**config.mk**
```make
export PLATFORM = sky130hd
export DESIGN_NAME = debounce_seq_detector
export DESIGN_NICKNAME = d
export VERILOG_FILES = /design/src/rtl/debounce_seq_detector.sv
export SDC_FILE = /design/constraint.sdc
export NUM_CORES = 1
export LEC_CHECK = 0
export CORE_MARGIN = 4
export CORE_UTILIZATION = 40
export DETAILED_ROUTE_END_ITERATION = 10
export SETUP_SLACK_MARGIN = 0.3
export SLEW_MARGIN = 25
export SYNTH_ARGS = -nofsm -noshare
export SYNTH_HDL_FRONTEND = slang
export SYNTH_SLANG_ARGS = --single-unit
```
**constraint.sdc**
```tcl
create_clock -name clk -period 6 [get_ports clk]
set_input_delay 1.8 -clock clk [delete_from_list [all_inputs] [get_ports clk]]
set_output_delay 1.8 -clock clk [all_outputs]
set_load 0.01 [all_outputs]
```
**src/rtl/debounce_seq_detector.sv**
```systemverilog
// Multi-channel button synchroniser/debouncer feeding a programmable press-sequence detector.
// Optional macro SEQ_TIMEOUT_EN adds an inactivity timeout that abandons partial progress.
module debounce_seq_detector #(
    parameter int                            NCH            = 2,
    parameter int                            DB_CYCLES      = 4,
    parameter int                            SEQ_LEN        = 4,
    parameter logic [SEQ_LEN*$clog2(NCH)-1:0] SEQ           = 4'b1011,
    parameter int                            MEALY          = 0,
    parameter int                            CNT_W          = 8,
    parameter int                            TIMEOUT_CYCLES = 20
) (
    input  logic             clk,
    input  logic             reset,
    input  logic [NCH-1:0]   btn_raw,
    output logic [NCH-1:0]   btn_clean,
    output logic [NCH-1:0]   btn_pulse,
    output logic             z,
    output logic [CNT_W-1:0] match_cnt,
    output logic             timeout
);

    localparam int SYM_W = $clog2(NCH);
    localparam int DCW   = $clog2(DB_CYCLES + 1);
    localparam int PW    = (SEQ_LEN > 1) ? $clog2(SEQ_LEN) : 1;
    localparam int NW    = $clog2(NCH + 1);

    typedef enum logic {
        ST_RUN,
        ST_MATCH
    } state_t;

    logic [NCH-1:0] sync1;
    logic [NCH-1:0] sync2;
    logic [NCH-1:0] clean;
    logic [NCH-1:0] clean_prev;
    logic [DCW-1:0] db_cnt [NCH];

    // A channel flips only after its synchronised level has disagreed for DB_CYCLES cycles in a row.
    always_ff @(posedge clk or posedge reset) begin
        if (reset) begin
            sync1      <= '0;
            sync2      <= '0;
            clean      <= '0;
            clean_prev <= '0;
            for (int i = 0; i < NCH; i++) begin
                db_cnt[i] <= '0;
            end
        end else begin
            sync1      <= btn_raw;
            sync2      <= sync1;
            clean_prev <= clean;
            for (int i = 0; i < NCH; i++) begin
                if (sync2[i] != clean[i]) begin
                    if (db_cnt[i] == DCW'(DB_CYCLES - 1)) begin
                        clean[i]  <= ~clean[i];
                        db_cnt[i] <= '0;
                    end else begin
                        db_cnt[i] <= db_cnt[i] + 1'b1;
                    end
                end else begin
                    db_cnt[i] <= '0;
                end
            end
        end
    end

    assign btn_clean = clean;
    assign btn_pulse = clean & ~clean_prev;

    logic [NW-1:0]    n_hot;
    logic [SYM_W-1:0] sym;
    logic             valid;
    logic             illegal;

    always_comb begin
        n_hot = '0;
        sym   = '0;
        for (int i = 0; i < NCH; i++) begin
            if (btn_pulse[i]) begin
                n_hot = n_hot + 1'b1;
                sym   = SYM_W'(i);
            end
        end
        valid   = (n_hot == NW'(1));
        illegal = (n_hot > NW'(1));
    end

    state_t           state;
    state_t           state_nxt;
    logic [PW-1:0]    p;
    logic [PW-1:0]    p_nxt;
    logic [PW-1:0]    base;
    logic [SYM_W-1:0] target;
    logic [SYM_W-1:0] first;
    logic             match_hit;

`ifdef SEQ_TIMEOUT_EN
    localparam int TW = $clog2(TIMEOUT_CYCLES + 1);
    logic [TW-1:0] idle_cnt;
    logic [TW-1:0] idle_nxt;
    logic          timeout_nxt;
    logic          timeout_q;
`endif

    // MATCH behaves like progress 0 for the next press, so evaluation always starts from base.
    always_comb begin
        state_nxt = state;
        p_nxt     = p;
        match_hit = 1'b0;
        base      = (state == ST_MATCH) ? '0 : p;
        target    = SEQ[base*SYM_W +: SYM_W];
        first     = SEQ[SYM_W-1:0];
`ifdef SEQ_TIMEOUT_EN
        idle_nxt    = '0;
        timeout_nxt = 1'b0;
`endif
        if (illegal) begin
            state_nxt = ST_RUN;
            p_nxt     = '0;
        end else if (valid) begin
            state_nxt = ST_RUN;
            if (sym == target) begin
                if (base == PW'(SEQ_LEN - 1)) begin
                    match_hit = 1'b1;
                    p_nxt     = '0;
                    state_nxt = (MEALY != 0) ? ST_RUN : ST_MATCH;
                end else begin
                    p_nxt = base + 1'b1;
                end
            end else begin
                p_nxt = (sym == first) ? PW'(1) : '0;
            end
        end
`ifdef SEQ_TIMEOUT_EN
        else if (state == ST_RUN && p != '0) begin
            if (idle_cnt == TW'(TIMEOUT_CYCLES - 1)) begin
                p_nxt       = '0;
                timeout_nxt = 1'b1;
            end else begin
                idle_nxt = idle_cnt + 1'b1;
            end
        end
`endif
    end

    always_ff @(posedge clk or posedge reset) begin
        if (reset) begin
            state     <= ST_RUN;
            p         <= '0;
            match_cnt <= '0;
        end else begin
            state <= state_nxt;
            p     <= p_nxt;
            if (match_hit && match_cnt != {CNT_W{1'b1}}) begin
                match_cnt <= match_cnt + 1'b1;
            end
        end
    end

`ifdef SEQ_TIMEOUT_EN
    always_ff @(posedge clk or posedge reset) begin
        if (reset) begin
            idle_cnt  <= '0;
            timeout_q <= 1'b0;
        end else begin
            idle_cnt  <= idle_nxt;
            timeout_q <= timeout_nxt;
        end
    end

    assign timeout = timeout_q;
`else
    logic unused_timeout_cfg;
    assign unused_timeout_cfg = (TIMEOUT_CYCLES != 0);
    assign timeout            = 1'b0;
`endif

    // Mealy flags the final press itself; Moore flags it from the registered MATCH state.
    generate
        if (MEALY != 0) begin : g_mealy
            assign z = match_hit;
        end else begin : g_moore
            assign z = (state == ST_MATCH);
        end
    endgenerate

endmodule

```
=== Yosys cells after proc, flatten, opt, wreduce, memory -nomap -nowiden ===
Index checks and enable logic that the tools add are counted.

* Logic and storage cells: 52
* Input bits: 4
* Register bits after elaboration: 25

* Bitwise gates (word level): 4
* Order comparisons: 1
* Shift operators: 1
* $add $sub $neg: 5
* Reduce and logical (&&, ||, !) cells: 4
* Muxes and demuxes: 19
* Equality and inequality tests: 8

{| class="wikitable"
|+ Operator list
! operator !! number
|-
| 2-bit two-way mux || 6
|-
| 3-bit two-way mux || 4
|-
| 1-bit two-way mux || 9
|-
| 8-bit by 1-bit adder with 8-bit output (second input constant) || 1
|-
| 8-bit inequality test (second input constant) || 1
|-
| 3-bit by 1-bit adder with 3-bit output (second input constant) || 2
|-
| 3-bit by 2-bit equality test with 1-bit output (second input constant) || 2
|-
| 2-bit by 1-bit adder with 2-bit output (second input constant) || 2
|-
| 2-bit AND reduction || 2
|-
| 4-bit by 3-bit indexed part select with 1-bit output (first input constant) || 1
|-
| 2-bit bitwise AND || 1
|-
| 2-bit by 1-bit equality test with 1-bit output (second input constant) || 1
|-
| 2-bit equality test (second input constant) || 1
|-
| 2-bit by 1-bit greater-than comparator with 1-bit output (second input constant) || 1
|-
| 1-bit inequality test || 2
|-
| 1-bit NOT || 2
|-
| 2-bit NOT || 1
|-
| 2-bit nonzero test || 1
|-
| 1-bit equality test || 1
|-
| 1-bit logical AND || 1
|}

=== Logic depth before layout (Yosys ltp) ===
* Depth in word-level cells: 9
* Depth in mapped cells: 7

=== Least setup slack after synthesis ===
OpenSTA, ideal clock, no wires.

* Path type: register -> output
* From: reg clean[1], in the netlist btn_clean[1]
* To: out btn_pulse[1]
* Required time: 4.200 ns
* Buffers on the path: 2
* Arrival time: 0.824 ns
* Cell stages (with the launch flop): 4
* Setup slack: 3.376 ns
* Cells stage by stage: dfrtp_1 -> nor2b_4 -> buf_6 -> buf_4

* Longest elaborated chain between the ends: 1

{| class="wikitable"
|+ RTL lines
! element !! line !! source
|-
| from (decl) || 34 || <nowiki>logic [NCH-1:0] clean;</nowiki>
|-
| from (signal, indexed assignment) || 55 || <nowiki>clean[i] <= ~clean[i];</nowiki>
|-
| 2-bit bitwise AND || 68 || <nowiki>assign btn_pulse = clean & ~clean_prev;</nowiki>
|-
| to (decl) || 16 || <nowiki>output logic [NCH-1:0] btn_pulse,</nowiki>
|}

No other way between the ends.

=== Worst setup path in the final report ===
Ends and elaborated chain as after synthesis.

==> flow_summary.toml <==
[status]
outcome = "complete, no violations"

[drt]
drt_first_pass_iters = 3
wire_per_inst_um = 12.83
number_of_design_rule_violations_left_by_the_first_detailed_router_iteration = 41
drcViolationCount = 0
viasPerCell = 5.020
finalWirelength_um = 1886
vias = 738
detail-route-antenna-nets = 0

[placed_design]
port_buffers = 16
placed_cells_incl_taps = 143
dp_worst_setup_slack_ns = 2.966
hpwl_detailed_um = 1393
finalWeightedCongestion = 0.7502
cell_area_reported_after_detailed_placement_um2 = 1363

[cts]
post_cts.resized_instances = 0
tritoncts_clock_tree = "built"
cts_inserted_buffers = 3
clock_tree.htree_level_count = 1
clock_sinks = 25
worst_skew_pair.late_latency_ns = 0.31
worst_setup_hold_path_clk_slew_ns = 0.14
cts-hold-fix-buffers = 0
cts_root_buffer = "sky130_fd_sc_hd__clkbuf_4"
clockBufferDepth = 2
cts_post_setup_buffers_inserted = 0

[worst_setup_path]
worstSetupEndpointType = "output port"
crit_start = "btn_clean[1]"
timing.critical_path.to = "btn_pulse[1]"
reg2reg_slack_ns = 3.93
r2r-end = "match_cnt[7]"
r2r_path_start = "btn_clean[1]"
worst_setup_path_start_kind = "flop"
worst_ep_required_time_ns = 4.20
ff2ff_path_depth = 6
critical_path_peak_fanout = 6
crit_arrival_ns = 1.60
crit_type = "reg2out"

[grt]
grt_pass1_wl_um = 3318
met2_usage_pct = 18.91
grt.busiest_layer = "met2"
first_global_vias = 789
maximum_number_of_pins_on_one_net_before_global_route_repair = 26
globalRouteTotalUtil_pct = 10.57
global_route.overflow_total = 0
grt_antenna_before_repair = 0
grt_use_met3_pct = 2.158
gr-usage-met1_pct = 12.29

[yosys]
synthMostInstantiatedCell = "sky130_fd_sc_hd__dfrtp_1"
synth_enable_flop_cells = 0
synthDominantAreaCellType = "sky130_fd_sc_hd__dfrtp_1"
postSynthCellCount = 99
mappedNetlistArea_um2 = 1190
post_synth_main_area_contributors = "sky130_fd_sc_hd__dfrtp_1 53%, sky130_fd_sc_hd__ha_1 7.4%, sky130_fd_sc_hd__mux2_1 3.8%, sky130_fd_sc_hd__nor3b_1 3.2%, sky130_fd_sc_hd__nand2b_1 2.6%"
ys_dominant_reg_cell = "sky130_fd_sc_hd__dfrtp_1"
syn_avg_cell_area_um2 = 12.02
synth.distinct_cells = 31
synth_nets = 110
yosys_warnings = 0
seq_area_frac_synth_pct = 52.58
yosysTopAreaCellShare_pct = 52.58
synth_seq_cells = 25
synth_top_cells_by_count = "25 x sky130_fd_sc_hd__dfrtp_1, 7 x sky130_fd_sc_hd__ha_1, 7 x sky130_fd_sc_hd__nand2_1"
async_reset_ff_share_pct = 100.0

[pwr]
final_total_pwr_mw = 0.4969
power.static_leakage_nw = 0.6222
cellPowerDensity_nw_per_um2 = 356.8
vdd.ir_drop.worst_mv = 0.1312

[layout]
design.final.nets = 128
layout-drive-gt1-share_pct = 10.34
finish.cell_count_without_fillers = 147
final.fill_count = 247
num_antenna_cells = 0
area_growth_syn_to_layout_pct = 17.04
layout.cell_area.non_filler_um2 = 1393
finalCoreUtilization_pct = 49.64

[timing]
final.period_utilization_pct = 56.61
timing.final.crit_period_ns = 3.396
fmax_mhz = 294.4
final.setup_skew_ns = 0.007206
rsz0062_at_grt = "false"
max-slew-margin-rel_pct = 66.03
hold_viol = 0
timing_max_transition_violations_final = 0
finalHoldWorstSlack_ns = 0.3662
layout_setup_ws_ns = 2.604
timing_worst_slew_pin_value_ns = 0.5089
setup_viol = 0
final.setup.tns_ns = 0

[die]
die_h_um = 62.54
placeableCoreArea_um2 = 2805
io-pin-count = 18
dieArea_um2 = 3911
core.rowCount = 19
chipWidth_um = 62.54
initial_cell_density_of_the_core_pct = 42.42

[flow_run]
drv.max_cap_violation_count = 0

[min_path]
hold_path.class = "reg2reg"
[worst max-delay path, stage by stage (launching register included)]
cell and delay [ns]:
sky130_fd_sc_hd__dfrtp_1 0.45, sky130_fd_sc_hd__nor2b_4 0.27, sky130_fd_sc_hd__clkdlybuf4s50_1 0.57
[worst min-delay path by stage]
stage          cells after the start  slack (ns)  startpoint        to
6_report                           0        0.37    sync1[1]  sync2[1]
5_1_grt                            0        0.38    sync1[0]  sync2[0]
4_1_cts                            0        0.37    sync1[0]  sync2[0]
3_5_place_dp                       0        0.34    sync1[0]  sync2[0]
3_3_place_gp                       0        0.33    sync1[0]  sync2[0]
2_1_floorplan                      0        0.33    sync1[0]  sync2[0]
[final cells by class]
cell class / instances / area (um2) / share of cell area [%]
timing repair buffer: 16 / 160.2 / 11.50
clock buffer: 3 / 22.52 / 1.617
sequential: 25 / 625.6 / 44.92
multi-input combinational: 66 / 519.2 / 37.29
inverter: 5 / 18.77 / 1.348
clock inverter: 1 / 7.507 / 0.5391
tap: 31 / 38.79 / 2.785
[metal layers]
metal | wire (um) | share of wire (%)
met3 | 46 | 2.4
met1 | 906 | 48
met4 | 17 | 0.90
met5 | 0 | 0
met2 | 916 | 49
[cells by family (layout without fill, tap and decap cells)]
kind of cell               Yosys count  after routing  share of synthesized area [%]
muxes                                7              7                          7.570
other                                1              1                         0.3152
buffers and inverters                8             25                          3.785
xor gates and xnor gates             4              4                          2.945
AOI/OAI and AO/OA                    8              8                          4.627
adders and majority gates            7              7                          7.360
and+or+nand+nor                     39             39                          20.82
DFF                                 25             25                          52.58
[registers in the layout, summed over array words and instances, names as in the netlist]
name	cells
btn_clean	2
p	2
sync1	2
match_cnt	8
clean_prev	2
sync2	2
db_cnt	6
z	1
[cells in the final DEF (no fill, tap or decap), types with 2 or more instances in the layout]
| master | synthesis | final |
|---|---|---|
| sky130_fd_sc_hd__nor3b_1 | 5 | 5 |
| sky130_fd_sc_hd__nor4_2 | 2 | 2 |
| sky130_fd_sc_hd__xnor2_1 | 2 | 2 |
| sky130_fd_sc_hd__dfrtp_1 | 25 | 25 |
| sky130_fd_sc_hd__a21oi_1 | 2 | 2 |
| sky130_fd_sc_hd__xor2_1 | 2 | 2 |
| sky130_fd_sc_hd__nor2b_1 | 4 | 4 |
| sky130_fd_sc_hd__nand3_1 | 3 | 3 |
| sky130_fd_sc_hd__mux2_1 | 4 | 4 |
| sky130_fd_sc_hd__clkbuf_4 | 0 | 3 |
| sky130_fd_sc_hd__nor3_1 | 3 | 3 |
| sky130_fd_sc_hd__nand2b_1 | 5 | 5 |
| sky130_fd_sc_hd__nor2_1 | 4 | 4 |
| sky130_fd_sc_hd__inv_1 | 5 | 4 |
| sky130_fd_sc_hd__clkdlybuf4s50_1 | 0 | 16 |
| sky130_fd_sc_hd__o21ai_0 | 2 | 2 |
| sky130_fd_sc_hd__nand2_1 | 7 | 7 |
| sky130_fd_sc_hd__mux2_2 | 2 | 2 |
| sky130_fd_sc_hd__ha_1 | 7 | 7 |
[power breakdown]
group	switching, mW	total [mW]	internal (mW)
Clock	0.0512	0.0766	0.0254
Sequential	0.0242	0.227	0.202
Combinational	0.0983	0.194	0.0955
Total	0.174	0.497	0.323
(Power assumes the default switching activity.)
